## src/rtl/imm_gen_pkg.sv

```systemverilog
// Shared immediate-generation types, field widths and the sign-extension helper.
package imm_gen_pkg;

  typedef enum logic [2:0] {
    IMM_NONE = 3'd0,
    IMM_I    = 3'd1,
    IMM_S    = 3'd2,
    IMM_B    = 3'd3,
    IMM_U    = 3'd4,
    IMM_J    = 3'd5,
    IMM_C    = 3'd6
  } imm_type_t;

  localparam int unsigned IMM_I_WIDTH = 12;
  localparam int unsigned IMM_S_WIDTH = 12;
  localparam int unsigned IMM_B_WIDTH = 13;
  localparam int unsigned IMM_U_WIDTH = 20;
  localparam int unsigned IMM_J_WIDTH = 21;
  localparam int unsigned IMM_C_WIDTH = 5;

  // Sign-extend the low `width` bits of value to 32 bits; width must be 1..32.
  function automatic logic [31:0] imm_sext(input logic [31:0] value, input int unsigned width);
    logic [31:0] shifted;
    shifted = value << (32 - width);
    return $signed(shifted) >>> (32 - width);
  endfunction

endpackage

```

## src/rtl/decode_imm_stage_if.sv

```systemverilog
// Decode-side and execute-side handshake bundle of the immediate stage.
interface decode_imm_stage_if #(
  parameter int unsigned XLEN     = 32,
  parameter int unsigned PC_WIDTH = 32
) ();
  import imm_gen_pkg::*;

  logic                in_valid;
  logic                in_ready;
  logic [31:0]         in_instr;
  logic [PC_WIDTH-1:0] in_pc;
  imm_type_t           in_imm_type;

  logic                out_valid;
  logic                out_ready;
  logic [31:0]         out_instr;
  logic [PC_WIDTH-1:0] out_pc;
  logic [XLEN-1:0]     out_imm;
  imm_type_t           out_imm_type;

  // The stage itself.
  modport master (
    input  in_valid, in_instr, in_pc, in_imm_type, out_ready,
    output in_ready, out_valid, out_instr, out_pc, out_imm, out_imm_type
  );

  // Decode producer plus execute consumer around the stage.
  modport slave (
    output in_valid, in_instr, in_pc, in_imm_type, out_ready,
    input  in_ready, out_valid, out_instr, out_pc, out_imm, out_imm_type
  );

endinterface

```

## src/rtl/imm_expand.sv

```systemverilog
// Pure combinational immediate expansion from a raw instruction and its immediate type.
module imm_expand
  import imm_gen_pkg::*;
#(
  parameter int unsigned XLEN = 32
) (
  input  logic [31:0]     i_instr,
  input  imm_type_t       i_imm_type,
  output logic [XLEN-1:0] o_imm
);

  // The opcode field never contributes to an immediate.
  logic w_unused_opcode;
  assign w_unused_opcode = ^i_instr[6:0];

  always_comb begin
    o_imm = '0;
    case (i_imm_type)
      IMM_I: o_imm = imm_sext({20'b0, i_instr[31:20]}, IMM_I_WIDTH);
      IMM_S: o_imm = imm_sext({20'b0, i_instr[31:25], i_instr[11:7]}, IMM_S_WIDTH);
      IMM_B: o_imm = imm_sext({19'b0, i_instr[31], i_instr[7], i_instr[30:25],
                               i_instr[11:8], 1'b0}, IMM_B_WIDTH);
      IMM_U: o_imm = {i_instr[31:12], 12'b0};
      IMM_J: o_imm = imm_sext({11'b0, i_instr[31], i_instr[19:12], i_instr[20],
                               i_instr[30:21], 1'b0}, IMM_J_WIDTH);
      IMM_C: o_imm = {{(32 - IMM_C_WIDTH){1'b0}}, i_instr[19:15]};
      default: o_imm = '0;
    endcase
  end

endmodule

```

## src/rtl/decode_imm_stage.sv

```systemverilog
// Decode-to-execute stage: expands the immediate at accept and holds beats in a
// 2-entry skid buffer so in_ready is a pure register output.
module decode_imm_stage
  import imm_gen_pkg::*;
#(
  parameter int unsigned XLEN     = 32,
  parameter int unsigned PC_WIDTH = 32
) (
  input logic                clk,
  input logic                rst,
  input logic                flush,
  decode_imm_stage_if.master bus
);

  if (XLEN != 32) begin : g_xlen_check
    $error("decode_imm_stage: only XLEN = 32 is supported");
  end

  typedef struct packed {
    logic [31:0]         instr;
    logic [PC_WIDTH-1:0] pc;
    imm_type_t           imm_type;
    logic [XLEN-1:0]     imm;
  } beat_t;

  localparam logic [1:0] ST_EMPTY = 2'b00;
  localparam logic [1:0] ST_ONE   = 2'b01;
  localparam logic [1:0] ST_FULL  = 2'b11;

  localparam beat_t BEAT_RST = '{instr: '0, pc: '0, imm_type: IMM_NONE, imm: '0};

  logic            r_m_valid;
  logic            r_s_valid;
  beat_t           r_m;
  beat_t           r_s;
  logic [XLEN-1:0] w_imm;
  beat_t           w_in;
  logic [1:0]      w_state;
  logic            w_accept;
  logic            w_xfer;

  imm_expand #(
    .XLEN(XLEN)
  ) u_imm_expand (
    .i_instr   (bus.in_instr),
    .i_imm_type(bus.in_imm_type),
    .o_imm     (w_imm)
  );

  always_comb begin
    w_in     = '{instr: bus.in_instr, pc: bus.in_pc, imm_type: bus.in_imm_type, imm: w_imm};
    w_state  = {r_s_valid, r_m_valid};
    w_accept = bus.in_valid & bus.in_ready;
    w_xfer   = r_m_valid & bus.out_ready;
  end

  always_ff @(posedge clk) begin
    if (rst) begin
      r_m_valid <= 1'b0;
      r_s_valid <= 1'b0;
      r_m       <= BEAT_RST;
      r_s       <= BEAT_RST;
    end else if (flush) begin
      // Only valid bits are dropped; stale data is harmless once invalid.
      r_m_valid <= 1'b0;
      r_s_valid <= 1'b0;
    end else begin
      case (w_state)
        ST_EMPTY: begin
          if (w_accept) begin
            r_m_valid <= 1'b1;
            r_m       <= w_in;
          end
        end
        ST_ONE: begin
          if (w_accept && w_xfer) begin
            r_m <= w_in;
          end else if (w_accept) begin
            r_s_valid <= 1'b1;
            r_s       <= w_in;
          end else if (w_xfer) begin
            r_m_valid <= 1'b0;
          end
        end
        ST_FULL: begin
          if (w_xfer) begin
            r_m       <= r_s;
            r_s_valid <= 1'b0;
          end
        end
        default: begin
          r_m_valid <= 1'b0;
          r_s_valid <= 1'b0;
        end
      endcase
    end
  end

  // rst gating keeps in_ready low during reset; out_ready never reaches it.
  assign bus.in_ready     = ~r_s_valid & ~rst;
  assign bus.out_valid    = r_m_valid;
  assign bus.out_instr    = r_m.instr;
  assign bus.out_pc       = r_m.pc;
  assign bus.out_imm      = r_m.imm;
  assign bus.out_imm_type = r_m.imm_type;

endmodule

```

## src/flat_wrapper.sv

```systemverilog
// flat-port wrapper written by rule: the top's interface ports become plain ports
module decode_imm_stage_flat import imm_gen_pkg::*;
#(
  parameter int unsigned XLEN     = 32,
  parameter int unsigned PC_WIDTH = 32
)
  (clk, rst, flush, bus_in_valid, bus_in_instr, bus_in_pc, bus_in_imm_type, bus_out_ready, bus_in_ready, bus_out_valid, bus_out_instr, bus_out_pc, bus_out_imm, bus_out_imm_type);
  decode_imm_stage_if #(.XLEN(XLEN), .PC_WIDTH(PC_WIDTH)) bus_i ();
  input logic clk;
  input logic rst;
  input logic flush;
  input wire logic [$bits(bus_i.in_valid)-1:0] bus_in_valid;
  input wire logic [$bits(bus_i.in_instr)-1:0] bus_in_instr;
  input wire logic [$bits(bus_i.in_pc)-1:0] bus_in_pc;
  input wire logic [$bits(bus_i.in_imm_type)-1:0] bus_in_imm_type;
  input wire logic [$bits(bus_i.out_ready)-1:0] bus_out_ready;
  output wire logic [$bits(bus_i.in_ready)-1:0] bus_in_ready;
  output wire logic [$bits(bus_i.out_valid)-1:0] bus_out_valid;
  output wire logic [$bits(bus_i.out_instr)-1:0] bus_out_instr;
  output wire logic [$bits(bus_i.out_pc)-1:0] bus_out_pc;
  output wire logic [$bits(bus_i.out_imm)-1:0] bus_out_imm;
  output wire logic [$bits(bus_i.out_imm_type)-1:0] bus_out_imm_type;
  assign bus_i.in_valid = bus_in_valid;
  assign bus_i.in_instr = bus_in_instr;
  assign bus_i.in_pc = bus_in_pc;
  assign bus_i.in_imm_type = bus_in_imm_type;
  assign bus_i.out_ready = bus_out_ready;
  assign bus_in_ready = bus_i.in_ready;
  assign bus_out_valid = bus_i.out_valid;
  assign bus_out_instr = bus_i.out_instr;
  assign bus_out_pc = bus_i.out_pc;
  assign bus_out_imm = bus_i.out_imm;
  assign bus_out_imm_type = bus_i.out_imm_type;
  decode_imm_stage #(.XLEN(XLEN), .PC_WIDTH(PC_WIDTH)) u_core (.clk(clk), .rst(rst), .flush(flush), .bus(bus_i));
endmodule
```

## config.mk

```make
export PLATFORM = sky130hd
export DESIGN_NAME = decode_imm_stage_flat
export DESIGN_NICKNAME = d
export VERILOG_FILES = /design/src/rtl/imm_gen_pkg.sv /design/src/rtl/decode_imm_stage_if.sv /design/src/rtl/imm_expand.sv /design/src/rtl/decode_imm_stage.sv /design/src/flat_wrapper.sv
export SDC_FILE = /design/constraint.sdc
export NUM_CORES = 1
export LEC_CHECK = 0
export ABC_AREA = 1
export CAP_MARGIN = 0
export CORE_UTILIZATION = 36
export CTS_CLUSTER_SIZE = 14
export DETAILED_ROUTE_END_ITERATION = 16
export PLACE_DENSITY = 0.68
export SLEW_MARGIN = 20
export SYNTH_ARGS = -nofsm -noshare
export SYNTH_HDL_FRONTEND = slang
export SYNTH_SLANG_ARGS = --single-unit
```

## constraint.sdc

```tcl
create_clock -name clk -period 1.95 [get_ports clk]
set_clock_uncertainty 0.15 [all_clocks]
set_input_delay 0.195 -clock clk [delete_from_list [all_inputs] [get_ports clk]]
set_output_delay 0.195 -clock clk [all_outputs]
set_load 0.01 [all_outputs]
```

======== Yosys cells after proc, flatten, opt, wreduce, memory -nomap -nowiden ========
Cells that the tools add are included.
storage, ports and cells
  flip-flop bits (word level) ............. 200
  output and inout port bits .............. 101
  word-level logic and storage cells ...... 54
operators by class
  reduce and logical (&&, ||, !) cells .... 8
  bitwise operators ....................... 9
  multiplexer cells ....................... 12
  eq/ne operators ......................... 15
operators with widths
  cell                  count
  $mux W99              3
  $pmux W99 S3          1
  $pmux W32 S6          1
  $ne A2 B1 Y1 const B  5
  $reduce_and A5 Y1     2
  $eq A3 B3 Y1 const B  3
  $reduce_and A4 Y1     2
  $eq A3 B2 Y1 const B  2
  $not A1 Y1            6
  $pmux W1 S3           2
  $mux W1               5
  $ne A2 B2 Y1 const B  2
  $and A1 B1 Y1         3
  $eq A3 B1 Y1 const B  1
  $reduce_bool A3 Y1    1
  $eq A2 B1 Y1 const B  1
  $eq A2 B2 Y1 const B  1
  $logic_not A2 Y1      1
  $reduce_or A2 Y1      1
  $logic_and A1 B1 Y1   1

======== Logic depth before layout (Yosys ltp) ========
Gate-level depths: netlist of the first run.
  depth after elaboration ................. 6
  depth in mapped cells ................... 9
  depth with buffers taken out ............ 8

======== Modules after synthesis ========
A second synthesis of the first run with hierarchy kept.
unflattened totals
  cell total of the unflattened synthesis .. 1714
  area total of the unflattened synthesis .. 10354.9 um2
modules (own cells, without submodules)
  module            cells each  instances  area an instance (um2)
  decode_imm_stage  1620        1          9865.7
  imm_expand        94          1          489.2

======== Worst setup path before layout of the first run ========
OpenSTA, ideal clock, no wires.
  path kind ............................... reg-to-reg
  start point ............................. register u_core.r_m_valid (netlist: u_core.bus.out_valid)
  end point ............................... register u_core.r_s[0] in the netlist's numbering
  library setup time ...................... 0.132 ns
  setup slack ............................. 0.424 ns
  cell stages (with the launch flop) ...... 9
  data arrival time ....................... 1.244 ns
  path through ............................ dfxtp_1 inv_2 nor2_4 nand4_1 buf_4 buf_4 buf_4 nand2_1 a21oi_1
on the way
  longest elaborated chain between the ends .. 4
ends and longest elaborated chain
  element                               RTL line                source
  start: declaration                    decode_imm_stage.sv:32  logic r_m_valid;
  start signal: assignment              decode_imm_stage.sv:59  r_m_valid <= 1'b0;
  start signal: assignment              decode_imm_stage.sv:65  r_m_valid <= 1'b0;
  start signal: assignment              decode_imm_stage.sv:71  r_m_valid <= 1'b1;
  $and A1 B1 Y1                         decode_imm_stage.sv:54  w_xfer = r_m_valid & bus.out_ready;
  $logic_and A1 B1 Y1                   decode_imm_stage.sv:76  if (w_accept && w_xfer) begin
  $not A1 Y1 (no source line)           n/a
  $reduce_and A4 Y1 (no source line) *  n/a
  end signal: assignment                decode_imm_stage.sv:80  r_s <= w_in;
  end: declaration                      decode_imm_stage.sv:35  beat_t r_s;
Mark *: on every way between the ends. The rest lies on a longest branch, timed or not.
A chain may end at the register's enable or synchronous reset.

======== Worst setup path after layout of the first run ========
  start point ............................. register u_core.r_s_valid
  end point ............................... output port bus_in_ready
on the way
  longest elaborated chain between the ends .. 2
ends and longest elaborated chain
  element                   RTL line                 source
  start: declaration        decode_imm_stage.sv:33   logic r_s_valid;
  start signal: assignment  decode_imm_stage.sv:60   r_s_valid <= 1'b0;
  start signal: assignment  decode_imm_stage.sv:66   r_s_valid <= 1'b0;
  start signal: assignment  decode_imm_stage.sv:79   r_s_valid <= 1'b1;
  $not A1 Y1                decode_imm_stage.sv:100  assign bus.in_ready = ~r_s_valid & ~rst;
  $and A1 B1 Y1             decode_imm_stage.sv:100
  end: declaration          flat_wrapper.sv:17       output wire logic [$bits(bus_i.in_ready)-1:0] bus_in_ready;
No other way between the ends.

==> results.yml, run 1 <==
clock_network:
  clockRootBuffer: "clkbuf_16"
  cts_buffers: 17
  clk_pin_slew_worst_paths_ns: 0.07
  hold_buffers: 0
  clkLatencyLatePin_ns: 0.43
  cts_tree: "built"
  htree_num_levels: 4
  post_cts_buffers: 0
  post_cts_resized: 0
  clock_path_buffers: 2
  clkSinkCount: 200
hold_path:
  min_delay_path_depth: 4
  hold_path_class: "in2reg"
global_routing:
  grt_usage: 0.205
  grt_max_degree: 102
  grt-ovfl-total: 0
  grt_pass1_wl_um: 39800
  grt_pass1_vias: 7524
  antenna_found_initial: 1
power_and_ir_drop:
  p_comb_frac: 0.114
  seqPwrFrac: 0.461
  power_density_mw_per_mm2: 801
  p_sw_frac: 0.237
  power_w: 0.00924
  p_leak_nw: 4.67
  internal_power_w: 0.00705
  p_clk_frac: 0.425
  netSwitchingPower_w: 0.00219
  ir_drop_mv: 0.456
yosys:
  synthMuxAreaShare: 0
  yosysSeqAreaShare: 0.460
  synth_top_family_by_area: "simple AND/OR/NAND/NOR gates"
  synth.avg_cell_area_um2: 6.55
  synth_compound_area_frac: 0.121
  post_synth_num_cell_types: 23
  ys_ff_latch: 200
  synth_simple_gate_area_frac: 0.344
  synthAdderAreaFrac: 0
  netlist_area_mm2: 0.00870
  synth_cells: 1327
  synth-xor-area-share: 0
  synth-warning-count: 0
  syn-num-nets: 1399
place:
  dp.cells: 1775
  post-place-ws_ns: -0.113
  gp_congestion: 0.832
  place_area_mm2: 0.0109
  hpwlAfterDp_um: 16700
  port-buffer-count: 172
worst_setup_path:
  critPathKind: "reg2out"
  reg2reg_depth: 8
  cp-start-kind: "flip-flop"
  worstPathArrival_ns: 1.52
  endpoint_kind: "output pin"
  worstPathRequired_ns: 1.60
  cp_max_fo: 4
timing:
  max_freq_mhz: 535
  layout_setup_ws_ns: 0.0804
  rsz0062_at_grt: "false"
  relSlewSlack: 0.426
  period_minus_slack_ns: 1.87
  finalHoldViolations: 0
  worstMarginPinSlew_ns: 0.858
  setup_viol: 0
  hold_ws_ns: 0.0426
  fin_crit_sh: 0.959
  final_max_slew_viol_count: 0
floorplan:
  die_height_um: 157
  core-area_mm2: 0.0236
  rows: 56
  dieArea_mm2: 0.0248
  die_w_um: 157
  start_util: 0.368
  ios: 173
final_layout:
  num-nets-final: 1547
  drive_above_1_share: 0.0612
  finalNonFillerCells: 1807
  fin_area_mm2: 0.0115
  area_delta_synth_final_pct: 32.6
run_status:
  status: "finished clean"
drt:
  wl_met2_um: 11800
  drc: 0
  drt_pass1_iterations: 5
  num_vias: 8580
  routedWlPerCell_um: 13.9
  initialDrtViolationCount: 660
  drt_wl_total_um: 25100
  topRoutingLayerUsed: "met4"
  ant_nets: 0
  wl_met1_um: 11400
  met3_length_um: 1640
  via_per_inst: 4.75
run:
  maxCapViolations: 0
## critical path: stages, from the launching register on
cell and delay [ns]:
dfxtp_1 0.35, nor2_4 0.18, clkdlybuf4s50_1 0.56
## cells by family (layout without fill, tap and decap cells)
| group | Yosys count | after routing |
|---|---|---|
| flip-flops | 200 | 200 |
| buffers and inverters | 142 | 302 |
| other | 0 | 1 |
| AND/OR/NAND/NOR | 776 | 776 |
| AO/OA/AOI/OAI | 209 | 209 |
## final cells by class
cell class | count | area (µm²)
Sequential cell | 200 | 4000
Clock buffer | 21 | 460
Antenna cell | 1 | 2.50
Fill cell | 2391 | 12100
Timing Repair Buffer | 219 | 2220
Tap cell | 319 | 399
Inverter | 52 | 201
Multi-Input combinational cell | 985 | 4060
Clock inverter | 10 | 189
## metrics by stage
| step | TNS [ns] | util |
|---|---|---|
| finish | 0 | 0.489 |
| global route | 0 | 0.489 |
| CTS | 0 | 0.489 |
| floorplan | 0 | - |
| global placement | -0.245 | 0.461 |
| detailed placement | -1.28 | 0.461 |
## state kept, by name, indices dropped and copies added, names as in the netlist
name,count
u_core.r_s,99
u_core.bus.out_imm,32
u_core.bus.out_instr,32
u_core.bus.out_pc,32
u_core.bus.out_imm_type,3
u_core.bus.out_valid,1
u_core.r_s_valid,1
## placed cells by master (no fill, tap or decap)
cell	instances
a21oi_1	123
a31oi_1	1
buf_12	12
buf_4	36
bufinv_16	5
clkbuf_1	2
clkbuf_16	17
clkbuf_8	2
clkdlybuf4s50_1	171
clkinv_2	2
clkinv_4	1
clkinvlp_4	1
dfxtp_1	200
diode_2	1
inv_1	45
inv_2	5
inv_6	3
nand2_1	540
nand2_2	1
nand2_4	2
nand3_1	25
nand4_1	8
nor2_1	196
nor2_4	3
nor3_1	1
o211ai_1	1
o21ai_0	69
o21ai_1	14
o21ai_2	1
## path summary, 6_finish.rpt
check,from,endpoint,slack (ns)
setup / recovery,u_core.r_s_valid,bus_in_ready,0.08
hold / removal,rst,u_core.r_s_valid,0.04
setup reg to reg,u_core.bus.out_valid,u_core.r_s[46],0.23
hold reg to reg,u_core.r_s[80],u_core.r_s[80],0.31
## per-layer routing
layer,up-vias,global-route usage
met3,18,0.0421
met1,3889,0.274
met2,249,0.333
met5,-,0
met4,0,0.0541
li1,4424,-
## power groups by stage
| stage | combinational (W) | sequential, W | clock, W |
|---|---|---|---|
| after floorplan | 0.000441 | 0.00440 | 0 |
| after global placement | 0.00105 | 0.00435 | 0 |
| after detailed placement | 0.00106 | 0.00435 | 0 |
| after CTS | 0.00106 | 0.00426 | 0.00402 |
| after global routing | 0.00117 | 0.00427 | 0.00417 |
| final | 0.00105 | 0.00426 | 0.00393 |
## Yosys cell counts
cell type	count	area, µm²
nand2_1	541	2030
dfxtp_1	200	4000
nor2_1	196	736
a21oi_1	123	616
o21ai_0	69	345
buf_2	49	245
inv_1	46	173
clkbuf_1	31	116
nand3_1	25	125
o21ai_1	14	70.1
nand4_1	8	50.1
buf_6	5	56.3
inv_2	4	15.0
buf_4	3	22.5
nor2_4	3	33.8
buf_1	2	7.51
nand2_2	2	12.5
a31oi_1	1	6.26
clkinv_1	1	3.75
inv_6	1	8.76
nor3_1	1	5.00
o211ai_1	1	7.51
o21ai_2	1	8.76
Power figures use the tool's default switching activity.
==> run 2: changes to the inputs <==
--- a/config.mk
+++ b/config.mk
@@ -5,12 +5,11 @@
 export SDC_FILE = /design/constraint.sdc
 export NUM_CORES = 1
 export LEC_CHECK = 0
-export ABC_AREA = 1
 export CAP_MARGIN = 0
 export CORE_UTILIZATION = 36
 export CTS_CLUSTER_SIZE = 14
 export DETAILED_ROUTE_END_ITERATION = 16
-export PLACE_DENSITY = 0.68
+export PLACE_DENSITY = 0.69
 export SLEW_MARGIN = 20
 export SYNTH_ARGS = -nofsm -noshare
 export SYNTH_HDL_FRONTEND = slang
==> results.yml, run 2 <==
timing:
  max_freq_mhz: 504
  layout_setup_ws_ns: -0.0344
  hold_ws_ns: 0.111
  fin_crit_sh: 1.02
  final_max_slew_viol_count: 0
  setup_viol: 10
  period_minus_slack_ns: 1.98
  relSlewSlack: 0.353
  worstMarginPinSlew_ns: 0.970
  rsz0062_at_grt: "true"
  finalHoldViolations: 0
global_routing:
  grt-ovfl-total: 0
  grt_usage: 0.201
  grt_pass1_vias: 7238
  antenna_found_initial: 0
  grt_pass1_wl_um: 37900
  grt_max_degree: 126
final_layout:
  fillers: 2013
  multi_input_area_mm2: 0.00399
  finalNonFillerCells: 1518
  drive_above_1_share: 0.130
  area_delta_synth_final_pct: 42.4
  num-nets-final: 1297
  mostFrequentLayoutCell: "nand2_1"
  num_antenna_cells: 0
  seq_area_mm2: 0.00401
  mostFrequentLayoutCells: "292 x nand2_1, 199 x dfxtp_1, 170 x clkdlybuf4s50_1, 115 x nor2_1, 77 x a21oi_1"
  top_register: "u_core.r_s"
  fin_util: 0.531
  largest_reg_flops: 99
floorplan:
  dieArea_mm2: 0.0235
  die_height_um: 153
  core-area_mm2: 0.0221
  start_util: 0.373
  rows: 54
  ios: 173
  die_w_um: 153
yosys:
  synth-warning-count: 0
  yosysMostFrequentCell: "nand2_1"
  synth_flop_cell: "dfxtp_1"
  yosys.area.top_type: "dfxtp_1"
  ys_ff_latch: 200
  post_synth_num_cell_types: 35
  synth_common_cells: "293 x nand2_1, 200 x dfxtp_1, 126 x nor2_1"
  syn-num-nets: 1115
  yosysTopAreaCellShare: 0.486
  synth.avg_cell_area_um2: 7.90
  synth_cells: 1043
  synth_edf_count: 0
  synthArstFlopShare: 0
  yosysSeqAreaShare: 0.486
  netlist_area_mm2: 0.00824
  synth.area.top_cells: "dfxtp_1 49%, nand2_1 13%, a311oi_1 7.1%"
clock_network:
  htree_num_levels: 4
  clkSinkCount: 200
  clkLatencyLatePin_ns: 0.43
  clk_pin_slew_worst_paths_ns: 0.07
  hold_buffers: 0
  cts_buffers: 17
  cts_tree: "built"
  clock_path_buffers: 2
  clockRootBuffer: "clkbuf_16"
worst_setup_path:
  cp_max_fo: 11
  cp-start-kind: "flip-flop"
  critPathBufInv: 2
  critPathKind: "reg2reg"
  crit_path_top_delay_cell: "or3b_4"
  worstPathRequired_ns: 2.13
  worstPathArrival_ns: 2.16
  r2r-start: "u_core.r_s_valid"
  critPathLaunch: "u_core.r_s_valid"
  endpoint_kind: "flip-flop"
  reg2reg_depth: 6
  critical_path_cell_count: 6
  crit_family: "compound AO/OA/AOI/OAI gates"
  crit_chain: "or3b_4 -> a211oi_4 -> buf_6 -> clkbuf_16 -> nor2_1 -> a311oi_1"
  slowest_delay_ns: 0.41
drt:
  ant_nets: 0
  initialDrtViolationCount: 648
  via_per_inst: 5.36
  num_vias: 8138
  drt_wl_total_um: 25700
  drt_pass1_iterations: 5
  drc: 0
  routedWlPerCell_um: 16.9
place:
  port-buffer-count: 172
  post-place-ws_ns: -0.451
  gp_congestion: 0.804
  hpwlAfterDp_um: 15700
  dp.cells: 1468
hold_path:
  min_from: "rst"
  min_delay_path_depth: 4
  hold_path_class: "in2reg"
run:
  maxCapViolations: 0
run_status:
  violations: "setup timing"
  status: "finished with violations"
power_and_ir_drop:
  power_w: 0.00866
  power_density_mw_per_mm2: 738
  p_leak_nw: 4.23
  ir_drop_mv: 0.421
-- run 2: final cells by class --
cell class                      count  share of cell area
Inverter                            6             0.00192
Sequential cell                   200               0.341
Timing Repair Buffer              260               0.240
Tap cell                          280              0.0299
Clock buffer                       21              0.0393
Clock inverter                     11             0.00757
Multi-Input combinational cell    740               0.340
-- run 2: worst register-to-register path, stage by stage (launching register included) --
cell and delay (ns):
dfxtp_2 0.32, or3b_4 0.41, a211oi_4 0.30, buf_6 0.19, clkbuf_16 0.17, nor2_1 0.05
a311oi_1 0.29
-- run 2: where the power goes --
| group | leakage, nW | internal [W] | switching, W | total [W] |
|---|---|---|---|---|
| Combinational | 2.35 | 0.000555 | 0.000513 | 0.00107 |
| Clock | 0.261 | 0.00172 | 0.00161 | 0.00333 |
| Sequential | 1.62 | 0.00419 | 0.0000646 | 0.00425 |
| Total | 4.23 | 0.00647 | 0.00219 | 0.00866 |
-- run 2: kinds of logic (layout without fill, tap and decap cells) --
group,Yosys count,in the layout,synth area share
buffers and inverters,103,298,0.0518
and+or+nand+nor,504,504,0.256
muxes,8,8,0.00972
AOI/OAI and AO/OA,228,228,0.196
DFF,200,200,0.486
-- run 2: repair_timing --
item / 4_1_cts / 5_1_grt
pin swaps: 0 / 49
buffers inserted: 0 / 7
endpoints found under the setup margin: 135 / 120
resized for setup: 3 / 48
gates cloned: 1 / 11
-- run 2: metrics by stage --
step	area [µm²]	TNS [ns]
floorplan	8290	-0.0332
global placement	10700	-65.65
detailed placement	10700	-70.99
CTS	11300	0
global route	11700	-2.30
finish	11700	-0.0857
-- run 2: per-layer routing --
layer / global-route usage / part of all wire
met5: 0 / 0
met4: 0.0553 / 0.019
met3: 0.0482 / 0.072
met2: 0.313 / 0.46
met1: 0.276 / 0.45
-- run 2: path summary, 6_finish.rpt --
kind | to | slack [ns]
max reg2reg | u_core.bus.out_pc[15] | -0.03
min reg2reg | u_core.r_s[60] | 0.31
min | u_core.bus.out_imm[0] | 0.11
max | u_core.bus.out_pc[15] | -0.03
==> run 3: changes to the inputs <==
--- a/config.mk
+++ b/config.mk
@@ -6,10 +6,11 @@
 export NUM_CORES = 1
 export LEC_CHECK = 0
 export CAP_MARGIN = 0
+export CORE_MARGIN = 8
 export CORE_UTILIZATION = 36
 export CTS_CLUSTER_SIZE = 14
 export DETAILED_ROUTE_END_ITERATION = 16
-export PLACE_DENSITY = 0.69
+export PLACE_DENSITY_LB_ADDON = 0.3
 export SLEW_MARGIN = 20
 export SYNTH_ARGS = -nofsm -noshare
 export SYNTH_HDL_FRONTEND = slang
==> results.yml, run 3 (synthesis results as in run 2) <==
global_routing:
  antenna_found_initial: 0
  grt_pass1_wl_um: 40100
  grt_usage: 0.174
  grt_max_degree: 154
  grt-ovfl-total: 0
  grt_pass1_vias: 7288
place:
  post-place-ws_ns: -0.482
  gp_congestion: 0.777
  dp.cells: 1468
  port-buffer-count: 172
  hpwlAfterDp_um: 16400
timing:
  final_max_slew_viol_count: 0
  max_freq_mhz: 480
  layout_setup_ws_ns: -0.134
  rsz0062_at_grt: "true"
  worstMarginPinSlew_ns: 0.819
  finalHoldViolations: 0
  relSlewSlack: 0.454
  fin_crit_sh: 1.07
  setup_viol: 113
  period_minus_slack_ns: 2.08
final_layout:
  multi_input_area_mm2: 0.00410
  num-nets-final: 1311
  mostFrequentLayoutCells: "292 x nand2_1, 199 x dfxtp_1, 170 x clkdlybuf4s50_1, 111 x nor2_1, 60 x a21oi_1"
  fillers: 2044
  area_delta_synth_final_pct: 48.1
  seq_area_mm2: 0.00401
  mostFrequentLayoutCell: "nand2_1"
  top_register: "u_core.r_s"
  finalNonFillerCells: 1536
  num_antenna_cells: 0
  drive_above_1_share: 0.157
  largest_reg_flops: 99
power_and_ir_drop:
  seqPwrFrac: 0.485
  netSwitchingPower_w: 0.00229
  p_leak_nw: 4.36
  ir_drop_mv: 0.588
  power_density_mw_per_mm2: 719
  p_clk_frac: 0.387
  p_comb_frac: 0.128
  internal_power_w: 0.00648
  p_sw_frac: 0.261
floorplan:
  core-area_mm2: 0.0226
  die_w_um: 167
  rows: 55
  die_height_um: 167
  dieArea_mm2: 0.0280
  ios: 173
  start_util: 0.365
drt:
  num_vias: 8180
  ant_nets: 0
  initialDrtViolationCount: 686
  via_per_inst: 5.33
  drt_pass1_iterations: 5
  drc: 0
  routedWlPerCell_um: 18.0
  drt_wl_total_um: 27600
worst_setup_path:
  crit_chain: "or3b_4 -> a211oi_4 -> buf_4 -> buf_6 -> clkbuf_16 -> buf_12 -> clkbuf_16 -> a311oi_1"
  cp-start-kind: "flip-flop"
  crit_top_cell: "clkbuf_16"
  cp_max_fo: 7
  crit_family: "buffers and inverters"
  crit_path_top_delay_cell: "or3b_4"
  worstPathRequired_ns: 2.08
  critPathKind: "reg2reg"
  slowest_delay_ns: 0.41
  worstPathArrival_ns: 2.22
  endpoint_kind: "flip-flop"
  critPathBufInv: 5
run_status:
  violations: "setup timing"
  status: "finished with violations"
clock_network:
  cts_tree: "built"
  clkLatencyLatePin_ns: 0.43
  htree_num_levels: 4
  clk_pin_slew_worst_paths_ns: 0.08
  clock_path_buffers: 2
  clockRootBuffer: "clkbuf_16"
  clkSinkCount: 200
  cts_buffers: 17
hold_path:
  hold_path_class: "in2reg"
run:
  maxCapViolations: 0
[run 3: changes by cell type in the layout (fill, tap and decap cells not counted), sizes merged]
cell	delta
dlygate4sd3	+1
clkbuf	+2
or3	+1
buf	+7
inv	+1
clkinv	+1
[run 3: final timing paths]
path | from | endpoint | cells past startpoint | slack (ns)
min | bus_in_pc[25] | u_core.r_s[60] | 3 | 0.19
max reg2reg | u_core.r_s_valid | u_core.bus.out_pc[20] | 8 | -0.13
max | u_core.r_s_valid | u_core.bus.out_pc[20] | 8 | -0.13
min reg2reg | u_core.r_s[18] | u_core.r_s[18] | 2 | 0.30
[run 3: through the flow]
| step | power [W] | hold WS [ns] | setup TNS [ns] | util | cell area, µm² |
|---|---|---|---|---|---|
| 2_1_floorplan | 0.00476 | 0.181 | -0.0332 | - | 8290 |
| 3_3_place_gp | 0.00533 | 0.289 | -68.66 | 0.477 | 10800 |
| 3_5_place_dp | 0.00534 | 0.296 | -76.31 | 0.477 | 10800 |
| 4_1_cts | 0.00876 | 0.0922 | -2.44 | 0.508 | 11500 |
| 5_1_grt | 0.00911 | 0.185 | -15.15 | 0.540 | 12200 |
| 6_report | 0.00877 | 0.190 | -5.62 | 0.540 | 12200 |
[run 3: metal layers]
layer / wire [µm] / global-route usage / part of all wire / vias up
li1: - / - / - / 4001
met5: 0 / 0 / 0 / -
met4: 221 / 0.0369 / 0.0080 / 0
met3: 1820 / 0.0475 / 0.066 / 15
met2: 12800 / 0.274 / 0.47 / 261
met1: 12700 / 0.236 / 0.46 / 3903
[run 3: power by group through the flow]
stage	clock (W)	combinational, W	sequential, W
after detailed placement	0	0.000994	0.00435
after floorplan	0	0.000378	0.00438
after global routing	0.00364	0.00121	0.00427
after CTS	0.00348	0.00103	0.00425
after global placement	0	0.000988	0.00435
final	0.00339	0.00113	0.00426
[run 3: tightest hold or removal path: stages]
cell and delay, ns:
clkdlybuf4s50_1 0.42, nand2_1 0.06, a21oi_1 0.06
[run 3: cell type report]
type | instances | share of cell area
Clock buffer | 18 | 0.0360
Clock inverter | 13 | 0.00974
Inverter | 6 | 0.00185
Multi-Input combinational cell | 741 | 0.336
Sequential cell | 200 | 0.328
Tap cell | 285 | 0.0292
Timing Repair Buffer | 273 | 0.259
[run 3: what timing repair did]
item	4_1_cts	5_1_grt
endpoints found under the setup margin	167	171
cloned	3	16
hold endpoints to repair	1	0
buffers inserted	6	12
hold buffers	1	0
resized for setup	10	79
pin swaps	11	35
